`config.mk`:
```
export PLATFORM = sky130hd
export DESIGN_NAME = cabac_byte_feeder
export DESIGN_NICKNAME = d
export VERILOG_FILES = /design/src/rtl/cabac_pkg.sv /design/src/rtl/cabac_byte_fifo.sv /design/src/rtl/cabac_byte_feeder.sv
export SDC_FILE = /design/constraint.sdc
export NUM_CORES = 1
export LEC_CHECK = 0
export CAP_MARGIN = 20
export CORE_MARGIN = 2
export CORE_UTILIZATION = 53
export DETAILED_ROUTE_END_ITERATION = 8
export PLACE_DENSITY = 0.8
export SYNTH_ARGS = -nofsm -noshare
export SYNTH_HDL_FRONTEND = slang
export SYNTH_SLANG_ARGS = --single-unit
export TNS_END_PERCENT = 1
```
`constraint.sdc`:
```
create_clock -name clk -period 3.1 [get_ports clk]
set_clock_uncertainty 0.15 [all_clocks]
set_input_delay 0.775 -clock clk [delete_from_list [all_inputs] [get_ports clk]]
set_output_delay 0.775 -clock clk [all_outputs]
set_load 0.02 [all_outputs]
```
`src/rtl/cabac_pkg.sv`:
```
// Shared types and constants for the CABAC bitstream byte feeder.
package cabac_pkg;

   typedef logic [7:0] byte_t;

   typedef enum logic [1:0] {
      IDLE,
      INIT,
      RUN
   } feeder_state_e;

   localparam int    INIT_BYTES = 3;
   localparam byte_t EPB_BYTE   = 8'h03;

endpackage

```
`src/rtl/cabac_byte_fifo.sv`:
```
// Small power-of-two byte FIFO with synchronous flush; head is visible on dout
// combinationally whenever the FIFO is non-empty.
module cabac_byte_fifo
   import cabac_pkg::*;
#(
   parameter  int DEPTH = 4,
   localparam int AW    = $clog2(DEPTH)
) (
   input  logic          clk,
   input  logic          rst_n,
   input  logic          flush,
   input  logic          push,
   input  byte_t         din,
   input  logic          pop,
   output byte_t         dout,
   output logic          full,
   output logic          empty,
   output logic [AW:0]   level
);

   localparam logic [AW:0] FULL_LVL = (AW+1)'(DEPTH);

   byte_t           mem [DEPTH];
   logic [AW-1:0]   wr_ptr;
   logic [AW-1:0]   rd_ptr;
   logic            push_ok;
   logic            pop_ok;

   assign full    = (level == FULL_LVL);
   assign empty   = (level == '0);
   assign push_ok = push && !full;
   assign pop_ok  = pop && !empty;
   assign dout    = mem[rd_ptr];

   // Storage carries no reset; only the pointers and level define validity.
   always_ff @(posedge clk) begin
      if (push_ok && !flush) begin
         mem[wr_ptr] <= din;
      end
   end

   always_ff @(posedge clk or negedge rst_n) begin
      if (!rst_n) begin
         wr_ptr <= '0;
         rd_ptr <= '0;
         level  <= '0;
      end else if (flush) begin
         wr_ptr <= '0;
         rd_ptr <= '0;
         level  <= '0;
      end else begin
         if (push_ok) wr_ptr <= wr_ptr + AW'(1);
         if (pop_ok)  rd_ptr <= rd_ptr + AW'(1);
         case ({push_ok, pop_ok})
            2'b10:   level <= level + (AW+1)'(1);
            2'b01:   level <= level - (AW+1)'(1);
            default: level <= level;
         endcase
      end
   end

endmodule

```
`src/rtl/cabac_byte_feeder.sv`:
```
// Byte source for the VVC arithmetic decoder: range-decoder init and per-request
// byte delivery. Optional emulation-prevention stripping via CABAC_EPB_STRIP_EN.
//
// state | meaning
// ------+-----------------------------------------------------------
// IDLE  | waiting for start; request_byte is an error
// INIT  | popping the first three bytes into init_value, MSB first
// RUN   | serving request_byte, one byte per request, stall if empty
module cabac_byte_feeder
   import cabac_pkg::*;
#(
   parameter  int DEPTH = 4,
   localparam int AW    = $clog2(DEPTH)
) (
   input  logic          clk,
   input  logic          rst_n,
   input  logic          start,
   input  logic [7:0]    bs_data,
   input  logic          bs_valid,
   output logic          bs_ready,
   input  logic          request_byte,
   output logic [7:0]    byte_out,
   output logic          byte_valid,
   output logic [23:0]   init_value,
   output logic          init_done,
   output logic          stall,
   output logic [AW:0]   level,
   output logic          err
);

   feeder_state_e state;
   logic [1:0]    init_cnt;
   logic          pending;
   logic          fifo_full;
   logic          fifo_empty;
   byte_t         head;
   logic          accept;
   logic          push;
   logic          pop;
   logic          flush;

   assign bs_ready = !fifo_full;
   assign accept   = bs_valid && bs_ready;
   assign flush    = start && (state != IDLE);

`ifdef CABAC_EPB_STRIP_EN
   logic [1:0] zero_run;
   logic       strip;

   // An 0x03 after two zero bytes is an emulation-prevention byte: accepted, not stored.
   assign strip = (zero_run >= 2'd2) && (bs_data == EPB_BYTE);
   assign push  = accept && !strip && !flush;

   always_ff @(posedge clk or negedge rst_n) begin
      if (!rst_n) begin
         zero_run <= 2'd0;
      end else if (start) begin
         zero_run <= 2'd0;
      end else if (accept) begin
         if (strip)                   zero_run <= 2'd0;
         else if (bs_data == 8'h00)   zero_run <= (zero_run == 2'd2) ? 2'd2 : zero_run + 2'd1;
         else                         zero_run <= 2'd0;
      end
   end
`else
   assign push = accept && !flush;
`endif

   always_comb begin
      pop = 1'b0;
      if (!start) begin
         case (state)
            INIT:    pop = !fifo_empty;
            RUN:     pop = !fifo_empty && (pending || request_byte);
            default: pop = 1'b0;
         endcase
      end
   end

   cabac_byte_fifo #(.DEPTH(DEPTH)) u_fifo (
      .clk   (clk),
      .rst_n (rst_n),
      .flush (flush),
      .push  (push),
      .din   (bs_data),
      .pop   (pop),
      .dout  (head),
      .full  (fifo_full),
      .empty (fifo_empty),
      .level (level)
   );

   always_ff @(posedge clk or negedge rst_n) begin
      if (!rst_n) begin
         state      <= IDLE;
         init_cnt   <= 2'd0;
         init_value <= 24'h0;
         init_done  <= 1'b0;
         byte_out   <= 8'h00;
         byte_valid <= 1'b0;
         stall      <= 1'b0;
         pending    <= 1'b0;
         err        <= 1'b0;
      end else begin
         init_done  <= 1'b0;
         byte_valid <= 1'b0;
         if (start) begin
            state    <= INIT;
            init_cnt <= 2'd0;
            pending  <= 1'b0;
            stall    <= 1'b0;
         end else begin
            case (state)
               IDLE: begin
                  if (request_byte) err <= 1'b1;
               end
               INIT: begin
                  if (request_byte) err <= 1'b1;
                  if (pop) begin
                     init_value <= {init_value[15:0], head};
                     if (init_cnt == 2'(INIT_BYTES - 1)) begin
                        init_cnt  <= 2'd0;
                        init_done <= 1'b1;
                        state     <= RUN;
                     end else begin
                        init_cnt <= init_cnt + 2'd1;
                     end
                  end
               end
               RUN: begin
                  if (pending) begin
                     // Only one outstanding request is tracked; extras are flagged and dropped.
                     if (request_byte) err <= 1'b1;
                     if (pop) begin
                        byte_out   <= head;
                        byte_valid <= 1'b1;
                        pending    <= 1'b0;
                        stall      <= 1'b0;
                     end
                  end else if (request_byte) begin
                     if (pop) begin
                        byte_out   <= head;
                        byte_valid <= 1'b1;
                     end else begin
                        pending <= 1'b1;
                        stall   <= 1'b1;
                     end
                  end
               end
               default: state <= IDLE;
            endcase
         end
      end
   end

endmodule

```
==> key figures, run 1 <==
Clock tree
  – Post-CTS Resized: 0
  – Level count of the clock H-tree: 3
  – Clock latency on the worst-skew pair: approximately 0.35 ns
  – Count of hold-fix buffers inserted at cts: 0
  – TritonCTS clock tree: done
  – Clk Tree Root Cell: clkbuf_8
  – Clock Path Buffers: 2
  – Clock edge transition at the registers on the reported setup and hold paths: 0.09 ns
  – Count of clock tree sinks: 80
  – Number of buffers inserted during clock tree synthesis: 9
  – Post-CTS setup buffer count: 0

GRT
  – Total congestion overflow after global routing: 0
  – Maximum number of pins on one net before global-route repair: 31
  – GRT Overall Usage: ~18%
  – Wire length of the first global-routing pass: about 9.5 mm
  – Antenna violations before repair: 0
  – Via count of the first global-routing pass: 1879

Die
  – Row count: 28
  – Initial core utilization: 55.6%
  – I/O pin total: 53
  – Total Die Area: around 7000 µm²
  – Die extent in y: approximately 83 µm
  – Placeable core area: between 6000 and 7000 µm²
  – Die Width: approximately 83 µm

Power
  – Fraction of power consumed by combinational cells: 42.3%
  – Total power consumption of the routed design: between 4 and 5 mW
  – Psw: approximately 1.5 mW
  – Static power due to leakage: between 1.5 and 2 nW
  – Power share of the clock group: about a fifth
  – Pint: 2.69 mW
  – Worst vdd ir: 644 µV
  – Net switching fraction of the power: 35.1%
  – Seq pwr share: about two fifths
  – Cell area power density: between 900 and 1000 nW/µm²

Yosys
  – Average footprint of a synthesized cell: 15.8 µm²
  – Share of synthesized registers carrying an async set or reset: roughly 60%
  – Synth Warn #: 0
  – Number of register bits inferred by synthesis: 80
  – Synth Cell Area: between 3000 and 4000 µm²
  – Number of flops mapped to enable cells by yosys: 32
  – Synthesized instance count: between 200 and 250
  – Most used flip-flop cell after synthesis: dfrtp_1
  – Number of unique standard cell types used by synthesis: 43
  – Sequential cell area fraction in the yosys report: between 60% and 70%
  – Net Count, Synth: roughly 230

Setup path
  – Startpoint types: input port
  – CP max FO: 4
  – Worst setup path startpoint: request_byte
  – Data arrival time of the critical path: approximately 3.0 ns
  – Endpoint required time on the critical path: 3.19 ns
  – Depth of the most critical reg-to-reg path: 9
  – Critical path class: in -> reg
  – Critical Path End: u_fifo.level[2]$_DFFE_PN0P_
  – Critical register-to-register path endpoint: u_fifo.level[2]$_DFFE_PN0P_
  – Worst R2R Setup Slack: 0.35 ns
  – Worst flop-to-flop path startpoint: u_fifo.level[1]$_DFFE_PN0P_
  – Critical path capture point type: register

Timing
  – Final worst path period share: slightly above 90%
  – Minimum period implied by the final worst setup slack: 2.88 ns
  – Peak clock frequency supported by timing: roughly 350 MHz
  – Setup repair after global routing missed its margin: no
  – Number of pins exceeding their max-slew limit in the final report: 0
  – Actual transition at the worst max-transition pin: between 0.6 and 0.7 ns
  – Tightest hold margin: approximately 0.29 ns
  – Post-route worst setup slack: 0.221 ns
  – Final setup violation count: 0
  – Worst slew margin relative to its limit: between 50% and 60%
  – Final hold violations: 0

Layout
  – Number of inserted diodes: 0
  – Synthesis-to-layout area growth: 25.3%
  – Total number of nets in the final design: slightly below 300
  – Proportion of layout cells with a drive suffix above 1: ~28%
  – Design Area, Final: between 4000 and 5000 µm²
  – Filler cells: slightly above 400

Place
  – Worst slack at placement: -0.147 ns
  – Standard cell area after detailed placement: between 3000 and 4000 µm²
  – RePlAce Congestion: around 0.8
  – Total of buffers placed on input and output ports: 52
  – Dpl hpwl: 4.30 mm

Drt
  – Wirelength, routed: approximately 5.9 mm
  – Overall via count from detail_route: 1924
  – Count of routing violations after the opening detailed-route iteration: 93
  – DR pass1 iterations: 4
  – Vias per inst: ~5.4
  – Wirelength per Cell: 16.6 µm
  – Antenna Nets Post-Route: 0
  – Count of unresolved DRC violations after routing: 0

Flow run
  – MaxCap Viol Count: 0

Run status
  – Result of the run: finished, final reports clean

Hold path
  – HP Class: in -> async
-- critical path: stages --
cell             delay [ns]
clkdlybuf4s50_1        0.46
o21ai_1                0.20
a211oi_2               0.10
and2_1                 0.19
fa_1                   0.42
and2_1                 0.17
a32o_1                 0.21
a221oi_2               0.22
or2_1                  0.16
o22ai_2                0.07
-- power groups by stage --
stage | logic, mW | registers, mW | clock network (mW)
CTS | 1.77 | 1.62 | 0.792
global route | 1.88 | 1.66 | 0.827
finish | 1.75 | 1.61 | 0.775
detailed placement | 1.76 | 1.64 | 0
global placement | 1.71 | 1.62 | 0
floorplan | 0.934 | 1.79 | 0
-- cells in the final DEF (no fill, tap or decap), types with 8 or more instances in the layout --
cell type	count
buf_4	8
clkbuf_8	9
dfrtp_1	48
mux4_2	8
nand2_1	10
inv_1	8
edfxtp_1	32
mux2_2	32
clkdlybuf4s50_1	51
nor2_1	8
-- cell usage after synthesis (3+ instances only) --
| cell | count | area (µm²) |
|---|---|---|
| dfrtp_1 | 48 | 1200 |
| edfxtp_1 | 32 | 961 |
| mux2_2 | 32 | 360 |
| nand2_1 | 10 | 37.5 |
| inv_1 | 8 | 30.0 |
| mux4_2 | 8 | 180 |
| nor2_1 | 8 | 30.0 |
| ha_1 | 7 | 87.6 |
| a21oi_1 | 6 | 30.0 |
| and3_1 | 5 | 31.3 |
| buf_2 | 3 | 15.0 |
| nor3_1 | 3 | 15.0 |
| o21ai_0 | 3 | 15.0 |
| xnor2_1 | 3 | 26.3 |
-- area by class of cell --
cell class | count | area [µm²] | area share [%]
clock inverter | 7 | 77.6 | 1.85
tap | 75 | 93.8 | 2.24
sequential | 80 | 2160 | 51.5
inverter | 8 | 30.0 | 0.716
clock buffer | 9 | 124 | 2.95
multi-input combinational | 117 | 1110 | 26.5
timing repair buffer | 61 | 596 | 14.2
-- flip-flops by register name, indices dropped and copies added, names as in the netlist --
name,count
pending,1
u_fifo.rd_ptr,2
byte_out,8
init_done,1
init_cnt,2
byte_valid,1
u_fifo.wr_ptr,2
err,1
stall,1
u_fifo.mem,32
init_value,24
state,2
u_fifo.level,3
-- through the flow --
| step | std cells | setup TNS (ns) | util [%] |
|---|---|---|---|
| 6_report | 357 | 0 | 69.6 |
| 3_3_place_gp | 341 | -0.0948 | 66.3 |
| 2_1_floorplan | 212 | 0 | - |
| 4_1_cts | 357 | 0 | 69.6 |
| 3_5_place_dp | 341 | -0.147 | 66.3 |
| 5_1_grt | 357 | 0 | 69.6 |
-- per-layer routing --
| metal | share of wire (%) | wire, µm | track usage (%) |
|---|---|---|---|
| met4 | 1.4 | 81 | 7.04 |
| met5 | 0 | 0 | 0 |
| met1 | 46 | 2740 | 24.6 |
| met2 | 47 | 2820 | 27.3 |
| met3 | 5.0 | 295 | 4.95 |
-- worst min-delay path by stage --
stage	endpoint	slack [ns]
6_report	init_value[8]$_DFFE_PN0P_	0.29
5_1_grt	init_value[22]$_DFFE_PN0P_	0.33
4_1_cts	init_value[16]$_DFFE_PN0P_	0.30
3_5_place_dp	err$_DFFE_PN0P_	0.31
3_3_place_gp	err$_DFFE_PN0P_	0.31
2_1_floorplan	byte_out[0]$_DFFE_PN0P_	0.33
-- logic make-up after synthesis --
logic type | count (synthesis) | share of synthesized area (%)
xor+xnor | 4 | 1.27
mux | 42 | 16.8
fa+ha+maj | 8 | 3.21
buf+inv | 15 | 2.24
simple gates | 39 | 6.09
flops | 80 | 64.5
compound gates | 24 | 5.86
No activity file was read; power rests on OpenSTA's default activity.
==> inputs of run 2 (changes only) <==
- SLEW_MARGIN: default -> 0
- SYNTH_HIERARCHICAL: default -> 1
==> run 2 against run 1 <==
Effect of this change:
- register-to-register slack hardly changed
- wire length grew 4.1%
- power down 13%
- die area is 2.1% higher
- design area grew 4.0%
- via count up 8.8%
- first-iteration DRC count increased by 23%
- worst hold slack worse by 0.12 ns
- flip-flop and latch count stayed put
- clock power down 8.1%
- critical path depth fell by 7
- critical path type is now reg -> out
- highest routed layer unchanged
==> key figures, run 2 <==
GRT
  – GRT Overall Usage: 19.1%
  – Wire length of the first global-routing pass: around 11 mm
  – Maximum number of pins on one net before global-route repair: 26
  – Total congestion overflow after global routing: 0
  – Via count of the first global-routing pass: about 2100
  – Antenna violations before repair: 0

Setup path
  – Critical path class: reg -> out
  – Depth of the most critical reg-to-reg path: 10
  – Critical path capture point type: primary output
  – Critical register-to-register path endpoint: u_fifo/level[1]$_DFFE_PN0P_
  – Endpoint required time on the critical path: 2.17 ns
  – Data arrival time of the critical path: around 2 ns
  – Worst flop-to-flop path startpoint: u_fifo/level[0]$_DFFE_PN0P_
  – Startpoint types: register
  – CP max FO: 12
  – Worst R2R Setup Slack: 0.34 ns

Timing
  – Post-route worst setup slack: 0.199 ns
  – Number of pins exceeding their max-slew limit in the final report: 0
  – Final worst path period share: 93.6%
  – Final setup violation count: 0
  – Tightest hold margin: ~0.18 ns
  – Minimum period implied by the final worst setup slack: about 2.9 ns
  – Actual transition at the worst max-transition pin: roughly 0.6 ns
  – Worst slew margin relative to its limit: 59.3%
  – Final hold violations: 0
  – Setup repair after global routing missed its margin: no
  – Peak clock frequency supported by timing: between 300 and 400 MHz

Layout
  – Most frequent cells in the layout: clkdlybuf4s50_1 (51), dfrtp_1 (46), mux2_2 (32), edfxtp_1 (32), buf_4 (24)
  – Most common cell after layout, fill and taps aside: clkdlybuf4s50_1
  – Number of inserted diodes: 0
  – Largest register by flop count: u_fifo/mem
  – Synthesis-to-layout area growth: 27.4%
  – Flip-flop count of the largest register, all copies and words added: 32
  – Total number of nets in the final design: 320
  – Largest registers: u_fifo/mem x32, init_value x24, byte_out x8
  – Final standard cell count with taps included and fillers excluded: between 300 and 400
  – Proportion of layout cells with a drive suffix above 1: about a third

Die
  – Row count: 29
  – Total Die Area: 7120 µm²
  – Initial core utilization: around 54%
  – Die Width: 84.4 µm
  – Die extent in y: 84.4 µm
  – I/O pin total: 53
  – Placeable core area: approximately 6300 µm²

Yosys
  – Area share of the largest cell type after synthesis: around a third
  – Sequential cell area fraction in the yosys report: a little over three fifths
  – Number of flops mapped to enable cells by yosys: 32
  – Synthesized instance count: about 220
  – Average footprint of a synthesized cell: 15.4 µm²
  – Cell type contributing the most total cell area after synthesis: dfrtp_1
  – Synth Warn #: 6
  – Net Count, Synth: between 200 and 250
  – Commonest cells in the synthesized netlist: dfrtp_1 (48), edfxtp_1 (32), mux2_2 (32), a21oi_1 (12), inv_1 (10)
  – Number of unique standard cell types used by synthesis: 45
  – Share of synthesized registers carrying an async set or reset: between 60% and 70%
  – Biggest area contributors in the synthesized netlist: dfrtp_1 (35%), edfxtp_1 (28%), mux2_2 (11%), mux4_2 (5.3%), ha_1 (2.6%)
  – Most used flip-flop cell after synthesis: dfrtp_1
  – Synth Cell Area: roughly 3400 µm²
  – Most numerous cell in the Yosys netlist: dfrtp_1
  – Number of register bits inferred by synthesis: 80

Place
  – Dpl hpwl: approximately 4.6 mm
  – Worst slack at placement: -0.246 ns
  – Placed Instances: approximately 370
  – Total of buffers placed on input and output ports: between 50 and 60
  – RePlAce Congestion: 0.784

Clock tree
  – Clock edge transition at the registers on the reported setup and hold paths: about 0.090 ns
  – Post-CTS setup buffer count: 0
  – Count of clock tree sinks: 80
  – Level count of the clock H-tree: 3
  – Clk Tree Root Cell: clkbuf_8
  – Number of buffers inserted during clock tree synthesis: 9
  – Clock latency on the worst-skew pair: about 0.35 ns
  – TritonCTS clock tree: done
  – Clock Path Buffers: 2

Power
  – Total power consumption of the routed design: ~3.6 mW
  – Power share of the clock group: between 15 and 20%
  – Static power due to leakage: 1.73 nW
  – Psw: 1.23 mW
  – Worst vdd ir: approximately 600 µV
  – Pint: 2.37 mW
  – Seq pwr share: 41.2%
  – Fraction of power consumed by combinational cells: between 30% and 40%
  – Net switching fraction of the power: 34.1%
  – Cell area power density: slightly above 800 nW/µm²

Flow run
  – MaxCap Viol Count: 0

Run status
  – Result of the run: finished, final reports clean

Drt
  – Overall via count from detail_route: 2094
  – Wirelength, routed: 6.18 mm
  – Count of unresolved DRC violations after routing: 0
  – Vias per inst: 5.50
  – Wirelength per Cell: roughly 16 µm
  – DR pass1 iterations: 4
  – Antenna Nets Post-Route: 0
  – Count of routing violations after the opening detailed-route iteration: around 110

Hold path
  – HP Class: in -> async
[run 2: worst max-delay path, cell delays in order (launching register included)]
cell and delay [ns]:
dfrtp_1 0.61, nor3b_4 0.40, inv_1 0.08, clkdlybuf4s50_1 0.54
[run 2: layout make-up]
| class | count | area (µm²) |
|---|---|---|
| multi-input cells | 122 | 1180 |
| flip-flops and latches | 80 | 2160 |
| well taps | 77 | 96.3 |
| clock inverters | 7 | 62.6 |
| fillers | 442 | 1950 |
| inverters | 10 | 37.5 |
| clock buffers | 9 | 124 |
| repair buffers | 76 | 696 |
[run 2: cell families (layout without fill, tap and decap cells)]
kind of cell               after synthesis  after routing  synth area share (%)
muxes                                   40             40                  15.8
xor gates and xnor gates                 3              3                 0.767
AOI/OAI and AO/OA                       30             30                  5.74
buffers and inverters                   21            102                  3.25
DFF                                     80             80                  63.1
and+or+nand+nor                         41             41                  8.18
adders and majority gates                8              8                  3.14
[run 2: per-stage QoR]
step	instance area, µm²	setup TNS, ns	util [%]
finish	4360	0	69.1
global route	4360	0	69.1
CTS	4350	0	68.9
detailed placement	4160	-1.94	65.9
global placement	4160	-0.0460	65.9
floorplan	3460	0	-
[run 2: worst max-delay path by stage]
stage	slack [ns]	end	start
floorplan	0.02	u_fifo/level[1]$_DFFE_PN0P_	u_fifo/level[0]$_DFFE_PN0P_
global placement	-0.05	u_fifo/level[1]$_DFFE_PN0P_	start
detailed placement	-0.25	u_fifo/level[1]$_DFFE_PN0P_	start
CTS	0.12	bs_ready	u_fifo/level[2]$_DFFE_PN0P_
global route	0.07	u_fifo/level[1]$_DFFE_PN0P_	start
finish	0.20	bs_ready	u_fifo/level[2]$_DFFE_PN0P_
[run 2: what timing repair did]
item,in CTS,in global routing
endpoints found under the setup margin,0,2
resized for setup,0,3
hold buffers,0,0
[run 2: metal layers]
layer | track usage (%) | wire (µm) | vias to the layer above | part of all wire [%]
met5 | 0 | 0 | - | 0
met4 | 6.06 | 51 | 0 | 0.82
met2 | 30.8 | 3120 | 52 | 50
met1 | 26.2 | 2780 | 1061 | 45
met3 | 4.23 | 230 | 5 | 3.7
li1 | - | - | 976 | -
[run 2: power by group through the flow]
stage	sequential (mW)	combinational, mW	clock [mW]
after floorplan	1.68	0.705	0
after global placement	1.50	1.36	0
after detailed placement	1.51	1.40	0
after CTS	1.49	1.40	0.729
after global routing	1.53	1.51	0.780
final	1.49	1.40	0.712
==> edit 1, RTL diff (flow settings as in run 1) <==
Build with the macro `CABAC_EPB_STRIP_EN` defined.
--- a/src/rtl/cabac_byte_feeder.sv
+++ b/src/rtl/cabac_byte_feeder.sv
@@ -7,4 +7,6 @@
 // INIT  | popping the first three bytes into init_value, MSB first
 // RUN   | serving request_byte, one byte per request, stall if empty
+`define CABAC_EPB_STRIP_EN
+
 module cabac_byte_feeder
    import cabac_pkg::*;
Behaviour: not the same (a bounded check fails within 4 cycles, from zero or initial values and one cycle with rst_n low).
==> edit 1 against run 1 <==
Final cell count rose by 5.6%; setup slack got worse by 160 ps; sequential cell count grew 2; die area increased by 3.3%; utilization fell by 0.60 points; sequential share of layout area shrank 1.1 points; design area increased by 4.5%; count of clock-buffer cells in the layout is 1 higher; routed wire length is 2.6% higher; first-iteration DRC count up 15%; synthesized area increased by 3.5%; total power is 4.6% lower; fmax down 5.4%; global-route usage rose by 0.91 points; critical path type unchanged; largest power group is now registers.
==> edit 1: results (changes against run 1) <==
[finish]
buffers = 70  ; +15%
multi_input_area_share_pct = 26.6  ; +0.12 points
drive_above_1_share_pct = 29.3  ; +0.96 points
seq_share_pct = 50.5  ; -1.1 points
fin_cells = 377  ; +5.6%
nFillCells = 430  ; +5.9%
multi_input_cells = 122  ; +4.3%
n_all_inverters = 10  ; +2
buf_share_pct = 14.8  ; +0.65 points
clock_area_share_pct = 5.00  ; +0.19 points
final.clkbuf_count = 10  ; +1
regArea_mm2 = 0.00221  ; +2.3%

[worst_setup_path]
worst-path-max-fanout = 2  ; -2
critPathLaunch = bs_data[2]
r2r-start = zero_run[1]
max_stage_delay_ps = 550  ; +90 ps
crit_family = simple AND/OR/NAND/NOR gates
crit_end = u_fifo.level[1]

[grt]
met2_usage_pct = 28.8  ; +1.6 points
grt_usage_pct = 18.7  ; +0.91 points
grt_start_max_net_pins = 51  ; +65%
grt_pass1_vias = 2071  ; +10%

[logic_synthesis]
yosysUniqueCellTypes = 48  ; +12%
seq_area_frac_synth_pct = 63.8  ; -0.75 points
yosys-top-cells-count = dfrtp_1 (50), edfxtp_1 (32), mux2_2 (32), inv_1 (10), ha_1 (9)
synthArstFlopShare_pct = 61.0  ; +0.98 points
synthTopCellsByArea = dfrtp_1 (36%), edfxtp_1 (28%), mux2_2 (10%)
synth-seq-cells = 82  ; +2.5%

[power_and_ir_drop]
max-vdd-ir-drop_v = 0.000643  ; -0.12%
p_leak_nw = 1.76  ; +5.4%

[place]
dp_cells = 361  ; +5.9%
place_congestion = 0.804  ; +1.7%
dp_slack_ps = -287  ; -139 ps
postPlaceCellArea_mm2 = 0.00416  ; +4.1%

[drt]
initialDrtViolationCount = 107  ; +15%
drt_wl_total_um = 6090  ; +2.6%
route.met2.wl_um = 2940  ; +4.3%
dr_wl_met3_um = 227  ; -23%
wl_met1_um = 2800  ; +2.3%
vias = 2031  ; +5.6%

[timing]
post-route-period-util_pct = 98.2  ; +5.3 points
worst_pin_slew_ps = 634  ; -7.59 ps

[min_path]
hold_class = flip-flop to flip-flop

[run_status]
status = complete, no violations

edit 1: worst min-delay path by stage:
stage / from / to / slack (ps)
after floorplan: zero_run[0] / zero_run[0] / 320
after global placement: err / err / 300
after detailed placement: err / err / 310
after CTS: err / err / 330
after global routing: err / err / 350
final: err / err / 320
edit 1: metrics by stage:
stage	hold WS, ps	power [mW]	utilization, %
after global routing	353	4.17	69.0
after global placement	300	3.08	65.5
final	319	3.95	69.0
after detailed placement	307	3.14	65.5
after CTS	325	3.98	68.9
after floorplan	323	2.56	-
edit 1: logic make-up after synthesis:
kind of cell / after synthesis / synth area share, %
xor gates and xnor gates: 2 / 0.722
muxes: 41 / 15.9
adders and majority gates: 10 / 3.83
buffers and inverters: 18 / 2.67
and+or+nand+nor: 43 / 7.76
DFF: 82 / 63.8
AOI/OAI and AO/OA: 26 / 5.34
edit 1: where the power goes:
part           internal (mW)  switching [mW]
Clock                  0.456           0.373
Combinational          0.796           0.714
Sequential              1.41           0.205
==> edit 2, RTL diff (settings of run 1) <==
Made on the original files. Register the output `level`; this adds one clock of latency there. The other outputs are not delayed to match.
--- a/src/rtl/cabac_byte_feeder.sv
+++ b/src/rtl/cabac_byte_feeder.sv
@@ -28,4 +28,6 @@
    output logic          err
 );
+
+   logic [AW:0] level_d;
 
    feeder_state_e state;
@@ -88,5 +90,5 @@
       .full  (fifo_full),
       .empty (fifo_empty),
-      .level (level)
+      .level (level_d)
    );
 
@@ -154,4 +156,8 @@
    end
 
+   always_ff @(posedge clk) begin
+      level <= level_d;
+   end
+
 endmodule
 
Formal check against the unedited RTL: not equivalent (Yosys sat finds a counterexample within 4 cycles, from zero or initial values and one cycle with rst_n low).
==> edit 2 against run 1 <==
Design area up 1.5%; die area up 1.7%; first-iteration DRC count up 35%; synthesized area up 1.8%; sequential cell count up 3; sequential power up 3%; setup slack worse by 35 ps; total power up 0.53%; routed wire length up 1.9%; synthesized cell count up 1.4%; utilization down 1.8 points; critical path type unchanged; largest power group unchanged.
==> edit 2: results (changes against run 1) <==
[worst_setup_path]
ff2ff_setup_slack_ps = 290  ; -60 ps
r2r-start = state[0]
arrival_ps = 2990  ; +20 ps
cp_slowest_cell = clkdlybuf4s50_1
reg2reg_depth = 11  ; +2

[place]
dp_slack_ps = -152  ; -4.88 ps
dp_hpwl_um = 4440  ; +3.2%
place_congestion = 0.766  ; -3.1%

[drt]
dr_wl_met3_um = 229  ; -22%
wl_per_cell_um = 16.6  ; about the same
initialDrtViolationCount = 126  ; +35%
wl_met1_um = 2730  ; -0.26%
dr.pass1.iters = 4  ; unchanged
route.met2.wl_um = 3040  ; +7.7%
viasPerCell = 5.38  ; -0.14%

[power_and_ir_drop]
p_leak_nw = 1.70  ; +1.3%
max-vdd-ir-drop_v = 0.000523  ; -19%

[grt]
grt_antenna_before_repair = 0  ; unchanged
grt_start_max_net_pins = 26  ; -16%
grt_pass1_wl_um = 10200  ; +7.2%
grt_usage_pct = 18.9  ; +1.0 points
grt_pass1_vias = 1958  ; +4.2%

[logic_synthesis]
yosysUniqueCellTypes = 44  ; +2.3%
syn_nets = 236  ; +1.3%
synthTopCellsByArea = dfrtp_1 (35%), edfxtp_1 (28%), mux2_2 (11%)
synthArstFlopShare_pct = 57.8  ; -2.2 points
seq_area_frac_synth_pct = 65.2  ; +0.62 points

[finish]
final_nets = 303  ; +1.7%
nFillCells = 446  ; +9.9%
drive_above_1_share_pct = 28.6  ; +0.20 points
top_regs = u_fifo.mem x32, init_value x24, byte_out x8

[timing]
fin_ws_ps = 187  ; -34.5 ps
timing.slew.headroom_pct = 62.0  ; +4.8 points
hold_ws_ps = 79.4  ; -213 ps

[cts]
clk_latency_ps = 340
clock_path_buffers = 2  ; unchanged
post-cts-setup-buffers = 0  ; unchanged
clockRootBuffer = clkbuf_8

[run_status]
status = complete, no violations

## edit 2: area by class of cell
cell class                      count  area (um^2)  area share (%)
Clock inverter                      6         48.8            1.15
Sequential cell                    83         2220            52.2
Timing Repair Buffer               63          611            14.3
Inverter                            8         30.0           0.705
Tap cell                           77         96.3            2.26
Clock buffer                       10          138            3.23
Multi-Input combinational cell    117         1110            26.1
## edit 2: power breakdown
part	leakage (nW)	switching, mW	internal [mW]
clock network	0.0870	0.389	0.320
registers	0.918	0.211	1.45
logic	0.690	0.867	0.930
## edit 2: critical path: cells and delay by family
family	cells	cell delay (ps)
adder cells (fa/ha/maj)	1	410
AND/OR/NAND/NOR	3	510
buffers and inverters	1	460
AO/OA/AOI/OAI	5	820
## edit 2: logic make-up (layout without fill, tap and decap cells)
family	after synthesis	in the layout	synth area share [%]
buf+inv	15	87	2.20
fa+ha+maj	8	8	3.16
mux	42	42	16.5
flops	83	83	65.2
simple gates	39	39	5.98
compound gates	24	24	5.76
xor+xnor	4	4	1.25
## edit 2: routing by layer
| layer | vias up | track usage, % |
|---|---|---|
| li1 | 922 | - |
| met2 | 45 | 29.4 |
| met5 | - | 0 |
| met1 | 988 | 26.2 |
| met3 | 4 | 3.44 |
| met4 | 0 | 8.50 |
## edit 2: worst max path at each step
stage	cells past startpoint	to	slack, ps	start
floorplan	9	u_fifo.level[2]	240	request_byte
global placement	10	u_fifo.level[2]	-80	request_byte
detailed placement	10	u_fifo.level[2]	-150	request_byte
CTS	3	bs_ready	190	u_fifo.level[1]
global route	10	u_fifo.level[2]	40	request_byte
finish	10	u_fifo.level[2]	190	request_byte
## edit 2: through the flow
step	std cells	cell area, um^2	power, mW
2_1_floorplan	215	3410	2.79
3_3_place_gp	348	4070	3.42
3_5_place_dp	348	4070	3.49
4_1_cts	364	4260	4.21
5_1_grt	364	4260	4.43
6_report	364	4260	4.16
